[config.mk]
export PLATFORM = sky130hd
export DESIGN_NAME = grid_dump_tx
export DESIGN_NICKNAME = d
export VERILOG_FILES = /design/src/rtl/grid_dump_tx.sv
export SDC_FILE = /design/constraint.sdc
export NUM_CORES = 1
export LEC_CHECK = 0
export ABC_AREA = 1
export BUFFER_PORTS_ARGS = -buffer_cell sky130_fd_sc_hd__clkbuf_2
export CORE_MARGIN = 8
export CORE_UTILIZATION = 40
export CTS_BUF_LIST = sky130_fd_sc_hd__clkbuf_4 sky130_fd_sc_hd__clkbuf_8
export CTS_CLUSTER_DIAMETER = 60
export DETAILED_ROUTE_END_ITERATION = 16
export HOLD_SLACK_MARGIN = 0.08
export PLACE_DENSITY = 0.64
export SLEW_MARGIN = 20
export SYNTH_ARGS = -nofsm -noshare
export SYNTH_HDL_FRONTEND = slang
export SYNTH_SLANG_ARGS = --single-unit
[constraint.sdc]
create_clock -name clk -period 3.6 [get_ports clk]
set_input_delay 0 -clock clk [delete_from_list [all_inputs] [get_ports clk]]
set_output_delay 0 -clock clk [all_outputs]
set_load 0.02 [all_outputs]
[src/rtl/grid_dump_tx.sv]
// Streams a ROWS x COLS cell grid as ASCII text over a valid/ready byte port:
// a CR/LF header, then one line per row (cell characters followed by CR/LF).
module grid_dump_tx #(
  parameter int         ROWS     = 32,
  parameter int         COLS     = 8,
  parameter logic [7:0] CH_ALIVE = 8'h23,
  parameter logic [7:0] CH_DEAD  = 8'h2E
) (
  input  logic            clk,
  input  logic            rst,
  input  logic            start,
  output logic [4:0]      row_sel,
  input  logic [COLS-1:0] row_data,
  output logic [7:0]      tx_data,
  output logic            tx_valid,
  input  logic            tx_ready,
  output logic            busy,
  output logic            done
);

  localparam int              CW       = $clog2(COLS) + 1;
  localparam int              IW       = (COLS > 1) ? $clog2(COLS) : 1;
  localparam logic [CW-1:0]   COL_LAST = CW'(COLS - 1);
  localparam logic [4:0]      ROW_LAST = 5'(ROWS - 1);
  localparam logic [7:0]      ASCII_CR = 8'h0D;
  localparam logic [7:0]      ASCII_LF = 8'h0A;

  typedef enum logic [2:0] {
    IDLE,
    HDR_CR,
    HDR_LF,
    LATCH,
    CELL,
    ROW_CR,
    ROW_LF
  } state_t;

  state_t          state, state_next;
  logic [COLS-1:0] row_reg;
  logic [CW-1:0]   col, col_next;
  logic [4:0]      row_sel_next;
  logic            load_row;
  logic            done_next;

  // Byte outputs are decoded from the registered state, so they cannot
  // change while a byte is stalled waiting for tx_ready.
  always_comb begin
    // NOTE: every output of this block gets a default first; any path that
    // skipped an assignment would otherwise infer a latch.
    state_next   = state;
    row_sel_next = row_sel;
    col_next     = col;
    load_row     = 1'b0;
    done_next    = 1'b0;
    tx_valid     = 1'b0;
    tx_data      = '0;

    case (state)
      IDLE: begin
        if (start) begin
          row_sel_next = '0;
          state_next   = HDR_CR;
        end
      end

      HDR_CR: begin
        tx_valid = 1'b1;
        tx_data  = ASCII_CR;
        if (tx_ready) state_next = HDR_LF;
      end

      HDR_LF: begin
        tx_valid = 1'b1;
        tx_data  = ASCII_LF;
        if (tx_ready) state_next = LATCH;
      end

      // Quiet cycle: row_sel has settled for a full cycle before capture.
      LATCH: begin
        load_row   = 1'b1;
        col_next   = '0;
        state_next = CELL;
      end

      CELL: begin
        tx_valid = 1'b1;
        tx_data  = row_reg[col[IW-1:0]] ? CH_ALIVE : CH_DEAD;
        if (tx_ready) begin
          if (col == COL_LAST) state_next = ROW_CR;
          else                 col_next   = col + 1'b1;
        end
      end

      ROW_CR: begin
        tx_valid = 1'b1;
        tx_data  = ASCII_CR;
        if (tx_ready) state_next = ROW_LF;
      end

      ROW_LF: begin
        tx_valid = 1'b1;
        tx_data  = ASCII_LF;
        if (tx_ready) begin
          if (row_sel == ROW_LAST) begin
            row_sel_next = '0;
            done_next    = 1'b1;
            state_next   = IDLE;
          end else begin
            row_sel_next = row_sel + 1'b1;
            state_next   = LATCH;
          end
        end
      end

      default: state_next = IDLE;
    endcase
  end

  // NOTE: sequential state uses non-blocking assignments so every register
  // samples pre-edge values regardless of statement order.
  always_ff @(posedge clk) begin
    if (rst) begin
      state   <= IDLE;
      row_sel <= '0;
      col     <= '0;
      // NOTE: the row register is a plain flop bank, so it is cleared with
      // everything else; a RAM-style store would not be reset.
      row_reg <= '0;
      done    <= 1'b0;
    end else begin
      state   <= state_next;
      row_sel <= row_sel_next;
      col     <= col_next;
      done    <= done_next;
      if (load_row) row_reg <= row_data;
    end
  end

  assign busy = (state != IDLE);

endmodule

Word level (Yosys, flattened, before mapping)
Cells that the tools add are included.
- add/sub/neg operators: 2
- multiply operators: 0
- divide/modulo/power cells: 0
- $lt $le $gt $ge: 1
- equal/unequal tests: 16
- shift operators: 0
- multiplexer cells: 23
- bitwise gates (word level): 2
- reductions and logical operators: 11
- operators by type and width (cell ; count):
    two-way mux 3 bit ; 7
    case mux 3 bit (7 select lines) ; 1
    case mux 6 bit (3 select lines) ; 1
    inequality test 2 bit (second input constant) ; 8
    two-way mux 5 bit ; 3
    two-way mux 4 bit ; 3
    case mux 5 bit (2 select lines) ; 1
    == test 3 bit (second input constant) ; 3
    case mux 4 bit (2 select lines) ; 1
    AND reduction 7 bit ; 1
    == test 3 x 2 -> 1 bit (second input constant) ; 2
    AND reduction 3 bit ; 2
    adder 5 x 1 -> 5 bit (second input constant) ; 1
    == test 5 bit (second input constant) ; 1
    OR reduction 5 bit ; 1
    adder 4 x 1 -> 4 bit (second input constant) ; 1
    == test 4 x 3 -> 1 bit (second input constant) ; 1
    < comparator 3 x 4 -> 1 bit (second input constant) ; 1
    two-way mux 1 bit ; 4
    nonzero test 2 bit ; 2
    OR reduction 2 bit ; 2
    binary-select mux 1 bit (select 3 bit) ; 1
    == test 3 x 1 -> 1 bit (second input constant) ; 1
    logical NOT 3 bit ; 1
    4 further kinds ; 5
- register bits after elaboration: 21
- bits in latches: 0
- RAM bits: 0
- bits in read-only memories: 0
- bits of input ports: 12
- output and inout port bits: 16
- logic and storage cells: 60
- memories: 0

Longest topological paths before layout
Gate-level depths: netlist (run 1).
- depth after elaboration: 4
- gate-level depth with buffers: 9
- gate-level depth less buffers: 9

Worst setup path after synthesis (run 1)
Ideal clock, no wire load.
- kind: flip-flop to flip-flop
- start: reg row_sel[0]
- end: reg state[0]
- library setup time: 0.110 ns
- arrival: 1.421 ns
- data required time: 3.490 ns
- slack: 2.069 ns
- cell stages (with the launch flop): 10
- buffers on the path: 0
- clock period less this slack: 1.531 ns
- cells stage by stage: dfxtp_1 -> ha_1 -> nand2_1 -> nor2_1 -> ha_1 -> nand2_1 -> o21ai_0 -> nand4_1 -> nand2_1 -> nor2_1
- cells in the longest elaborated chain, start to end: 4
- ends and longest elaborated chain (element ; RTL line ; RTL):
    start, declared ; 12 ; output logic [4:0] row_sel,
    start signal, assigned ; 132 ; row_sel <= row_sel_next;
    == test 5 bit ; 104 ; if (row_sel == ROW_LAST) begin
    two-way mux 2 bit ; 104 ;
    two-way mux 3 bit ; 103 ; if (tx_ready) begin
    case mux 3 bit (7 select lines) ; 58 ; case (state)
    end signal, assigned ; 131 ; state <= state_next;
    end, declared ; 38 ; state_t state, state_next;
No other way between the ends. The select of a mux whose other input is x is not followed.
A chain may end at the register's enable or synchronous reset.

Final worst setup path (run 1)
Ends and elaborated chain as after synthesis.

==> flow_summary.yaml, run 1 <==
hold_path:
  min-delay-path-class: "primary input to flop"
  hp-start: "start"
worst_setup_path:
  critPathLaunchType: "flop"
  critPathRequiredTime_ns: 3.81
  arrival_ns: 1.87
  end_kind: "flop"
  startpoint: "row_sel[0]$_SDFFE_PP0P_"
  worstSetupPathType: "flop to flop"
  r2r-start: "row_sel[0]$_SDFFE_PP0P_"
  worst-path-max-fanout: 6
floorplan:
  dieHeight_um: 71.5
  num_rows: 20
  die_w_um: 71.5
  start_util_pct: 41.3
  die-area_mm2: 0.00511
  core_mm2: 0.00298
  pin_count: 28
drt:
  via_per_inst: 4.79
  drc: 0
  vias: 1274
  wl_um: 2800
  first_pass_iters: 4
  post_drt_wl_per_cell_um: 10.5
  ant_nets: 0
  drt_iter0_drc: 64
sta:
  hold_viol: 0
  maxSlewViolCount: 0
  worst_slew_pin_slew_ns: 0.502
  rsz0062_at_grt: "false"
  fmaxAchievable_ghz: 0.602
  max_slew_margin_pct: 66.5
  fin_skew_ns: 0.00287
  finalSetupViolations: 0
  fin_crit_ns: 1.66
  final.setup.tns_ns: 0
  finalCritPeriodShare_pct: 46.1
cells_and_area:
  largest_reg_flops: 8
  diodes: 0
  fillers: 329
  drive_above_1_share_pct: 17.2
  instances_no_fill: 266
  synthToLayoutAreaGrowth_pct: 20.3
  nets: 249
  seq_area_um2: 420
  mostFrequentLayoutCells: "59 x nand2_1, 42 x nor2_1, 24 x clkbuf_2, 21 x dfxtp_1, 19 x inv_1"
  multi_input_area_um2: 684
  layout_commonest_cell: "nand2_1"
grt:
  grt_util_all_layers_pct: 10.8
  grt_pass1_vias: 1105
  overflow: 0
  antenna_found_initial: 0
  grt_max_degree: 18
  grt_pass1_wl_um: 4630
clock_tree:
  cts.sinks: 21
  cts_root_buffer: "clkbuf_4"
  path_clk_slew_ns: 0.12
  cts_buffers: 3
  clk-insertion-delay-late_ns: 0.30
  cts_resized: 0
  clk_path_buf_depth: 2
  htreeDepth: 1
  cts_tree: "done"
logic_synthesis:
  syn_area_per_cell_um2: 6.18
  syn_area_mm2: 0.00123
  synth_top_area_share_pct: 34.2
  yosysSeqAreaShare_pct: 34.2
  netlist_instances: 199
  synth.distinct_cells: 22
  synth_top_area_cell: "dfxtp_1"
  ys_seq_elements: 21
  yosysWarnings: 0
  yosys-top-cells-area: "dfxtp_1 34%, nand2_1 18%, nor2_1 13%"
power:
  p_leak_nw: 0.742
  ir_drop_mv: 0.262
  p_per_area_mw_per_mm2: 687
job:
  cap_viol_max_count: 0
place:
  dpl.hpwl_um: 2130
  dp.cells: 252
  gp_congestion: 0.770
  portBuffers: 24
run_status:
  run_status: "complete, no violations"
==> cells by family (layout without fill, tap and decap cells) <==
family	after synthesis	in the layout	share of synthesized area, %
adder cells (fa/ha/maj)	3	3	3.05
buffers and inverters	29	61	10.8
AO/OA/AOI/OAI	16	16	6.71
XOR/XNOR	1	1	0.712
flip-flops	21	21	34.2
other	1	3	0.305
AND/OR/NAND/NOR	128	128	44.3
==> cells in the mapped netlist (all sizes together) <==
master	number
nand3	15
nand4	3
buf	5
nor2	45
nand3b	1
nor3	1
conb	1
inv	23
o211ai	1
nand2	63
xor2	1
clkbuf	1
ha	3
dfxtp	21
a21oi	4
o21ai	11
==> area by class of cell <==
class	count	share of cell area, %
timing repair buffer	34	14.9
tap	33	2.79
clock buffer	3	1.52
multi-input combinational	151	46.2
clock inverter	1	0.338
inverter	23	5.83
sequential	21	28.4
==> metrics by stage <==
| stage | area [um2] | power (mW) | setup slack (ns) | hold slack (ns) | util [%] |
|---|---|---|---|---|---|
| 2_1_floorplan | 1240 | 0.771 | 2.07 | 0.0691 | - |
| 3_3_place_gp | 1350 | 0.901 | 2.03 | 0.251 | 45.4 |
| 3_5_place_dp | 1350 | 0.901 | 1.99 | 0.249 | 45.4 |
| 4_1_cts | 1480 | 1.03 | 1.93 | 0.182 | 49.7 |
| 5_1_grt | 1480 | 1.11 | 1.80 | 0.236 | 49.7 |
| 6_report | 1480 | 1.02 | 1.94 | 0.191 | 49.7 |
==> metal layers <==
layer  part of all wire [%]  GRT usage, %
met1                     47          13.1
met4                    1.3          4.76
met5                      0             0
met3                    6.3          1.81
met2                     45          18.2
==> worst max-delay path, stage by stage, from the launching register on <==
cell and delay, ns:
dfxtp_1 0.45, ha_1 0.21, nand2_1 0.07, nor2_1 0.11
ha_1 0.21, nand2_1 0.09, o21ai_0 0.19, nand4_1 0.12
nand2_1 0.07, nor2_1 0.04
==> timing repair <==
| action | CTS | global route |
|---|---|---|
| hold buffers | 10 | 0 |
| hold endpoints to repair | 12 | 0 |
| setup buffers | 0 | 0 |
==> worst paths after layout <==
kind	to	slack, ns	cells past startpoint
max	state[0]$_SDFFE_PP0P_	1.94	9
min	state[0]$_SDFFE_PP0P_	0.19	5
max reg2reg	state[0]$_SDFFE_PP0P_	1.94	9
min reg2reg	row_reg[7]$_SDFFE_PP0N_	0.47	2
==> power breakdown <==
| part | switching, mW | internal [mW] |
|---|---|---|
| clock network | 0.0734 | 0.0414 |
| registers | 0.0688 | 0.290 |
| logic | 0.359 | 0.184 |
No activity file was read; power rests on OpenSTA's default activity.
==> inputs of run 2 (changes only) <==
- PLACE_DENSITY: 0.64 -> 0.66
- clock period: 3.6 -> 1.4 ns (I/O delays scaled with it)
==> run 2 against run 1 <==
  * The flow now finishes with violations (setup timing)
  * Count of clock-buffer cells in the layout is the same
  * Routed wire length grew 4.6%
  * Critical path type is now flop to output port
  * Die area is the same
  * Clock power grew to 2.6 times the previous value
  * Largest power group unchanged
  * Power grew to 2.9 times the previous value
  * Worst setup slack lost 2.0 ns
  * Cell count grew 3.4%
  * Critical endpoint is now tx_data[3]
  * Flip-flop and latch count is the same
  * Clock skew grew 0.010 ns
  * Combinational power grew to 3.1 times the previous value
  * Sequential share of layout area shrank 1.7 points
  * Via count grew 1.9%
==> flow_summary.yaml, run 2 (synthesis results as in run 1) <==
run_status:
  run_status: "finished, violations left"
  violations: "setup timing"
worst_setup_path:
  reg2reg_depth: 9
  critPathRequiredTime_ns: 1.40
  arrival_ns: 1.49
  worst-path-max-fanout: 7
  worstSetupPathType: "flop to output port"
  critPathLaunchType: "flop"
  end_kind: "output port"
  r2r-end: "state[0]$_SDFFE_PP0P_"
  rrSetupSlack_ns: 0.04
  r2r-start: "row_sel[1]$_SDFFE_PP0P_"
job:
  cap_viol_max_count: 0
floorplan:
  num_rows: 20
  core_mm2: 0.00298
  die_w_um: 71.5
  start_util_pct: 41.3
  dieHeight_um: 71.5
  pin_count: 28
  die-area_mm2: 0.00511
place:
  dpl.hpwl_um: 2150
  portBuffers: 24
  dpl_cell_area_mm2: 0.00142
  gp_congestion: 0.877
  dp_slack_ns: -0.0103
power:
  p_comb_share_pct: 58.7
  finalPower_mw: 2.92
  p_int_mw: 1.55
  p_per_area_mw_per_mm2: 1780
  ir_drop_mv: 0.635
  p_sw_share_pct: 46.7
  p_clk_share_pct: 10.1
  power.share.sequential_pct: 31.2
  p_leak_nw: 0.805
  p_switching_mw: 1.36
cells_and_area:
  utilization_pct: 54.9
  mostFrequentLayoutCells: "57 x nand2_1, 38 x nor2_1, 21 x clkbuf_2, 19 x inv_1, 14 x dfxtp_1"
  synthToLayoutAreaGrowth_pct: 32.9
  fillers: 316
  design_area_mm2: 0.00163
  largest_reg_flops: 8
  layout_commonest_cell: "nand2_1"
  diodes: 0
  nets: 258
  drive_above_1_share_pct: 26.9
grt:
  grt_util_all_layers_pct: 11.7
  grt_pass1_vias: 1201
  antenna_found_initial: 0
  grt_max_degree: 18
  grt_pass1_wl_um: 4960
  overflow: 0
drt:
  wl_um: 2930
  drt_iter0_drc: 33
  first_pass_iters: 4
  ant_nets: 0
  post_drt_wl_per_cell_um: 10.7
  drc: 0
  via_per_inst: 4.72
  vias: 1298
sta:
  fin_skew_ns: 0.0131
  finalSetupViolations: 3
  rsz0062_at_grt: "true"
  finalCritPeriodShare_pct: 106
  hold_viol: 0
  max_slew_margin_pct: 66.2
  fmaxAchievable_ghz: 0.672
  worst_slew_pin_slew_ns: 0.506
  layout_setup_ws_ns: -0.0875
  fin_crit_ns: 1.49
  maxSlewViolCount: 0
hold_path:
  holdPathEnd: "state[0]$_SDFFE_PP0P_"
  min-delay-path-class: "primary input to flop"
  whs_path_depth: 5
  hp-start: "start"
clock_tree:
  clk-insertion-delay-late_ns: 0.31
  path_clk_slew_ns: 0.13
  clk_path_buf_depth: 2
  cts_root_buffer: "clkbuf_4"
  htreeDepth: 1
  cts.sinks: 21
  cts_buffers: 3
  cts_tree: "done"
## run 2: cell count changes in the layout (fill, tap and decap cells not counted), sizes merged
cell,before,now
buf,0,9
## run 2: power groups by stage
| stage | Sequential, mW | Combinational [mW] | Clock, mW |
|---|---|---|---|
| after floorplan | 0.926 | 1.06 | 0 |
| after global placement | 0.893 | 1.53 | 0 |
| after CTS | 0.886 | 1.68 | 0.314 |
| final | 0.909 | 1.71 | 0.295 |
| after detailed placement | 0.890 | 1.53 | 0 |
| after global routing | 0.934 | 1.92 | 0.333 |
## run 2: per-stage QoR
step / hold slack [ns] / TNS [ns] / instances
after floorplan: 0.0691 / 0 / 201
after global placement: 0.249 / 0 / 260
after detailed placement: 0.254 / -0.0103 / 260
after CTS: 0.186 / -0.158 / 275
after global routing: 0.227 / -0.608 / 275
final: 0.205 / -0.204 / 275
## run 2: metal layers
| metal | up-vias | GRT usage, % | wire length (um) |
|---|---|---|---|
| li1 | 704 | - | - |
| met2 | 27 | 20.9 | 1370 |
| met5 | - | 0 | 0 |
| met3 | 4 | 2.51 | 125 |
| met1 | 563 | 13.1 | 1380 |
| met4 | 0 | 4.76 | 53 |
## run 2: layout make-up
class                   instances  area, um2  area share [%]
multi-input cells             151        724            44.3
flip-flops and latches         21        437            26.7
repair buffers                 43        318            19.4
inverters                      23       86.3            5.28
well taps                      33       41.3            2.53
clock buffers                   3       22.5            1.38
clock inverters                 1       5.00           0.306
## run 2: what timing repair did
action                                  in CTS  in global routing
pin swaps                                    9                 10
hold buffers                                10                  0
hold endpoints to repair                    12                  0
setup buffers                                1                  0
endpoints found under the setup margin       5                  8
resized for setup                           15                 12
## run 2: worst max-delay path: stages, from the launching register on
cell      delay [ns]
dfxtp_2         0.37
buf_6           0.13
nor2_4          0.04
nor2_2          0.09
o21ai_1         0.06
nand3_1         0.13
nand2_1         0.07
nand2_1         0.08
nand2_1         0.06
clkbuf_8        0.15
## run 2: worst max-delay path by stage
stage | endpoint | depth (start not counted) | start | slack (ns)
final | tx_data[3] | 9 | col[0]$_SDFFE_PP0P_ | -0.09
after CTS | tx_data[3] | 9 | col[0]$_SDFFE_PP0P_ | -0.07
after detailed placement | state[0]$_SDFFE_PP0P_ | 9 | row_sel[0]$_SDFFE_PP0P_ | -0.01
after global routing | tx_data[2] | 9 | col[0]$_SDFFE_PP0P_ | -0.21
after global placement | state[0]$_SDFFE_PP0P_ | 9 | row_sel[0]$_SDFFE_PP0P_ | 0.06
after floorplan | state[0]$_SDFFE_PP0P_ | 9 | row_sel[0]$_SDFFE_PP0P_ | 0.02
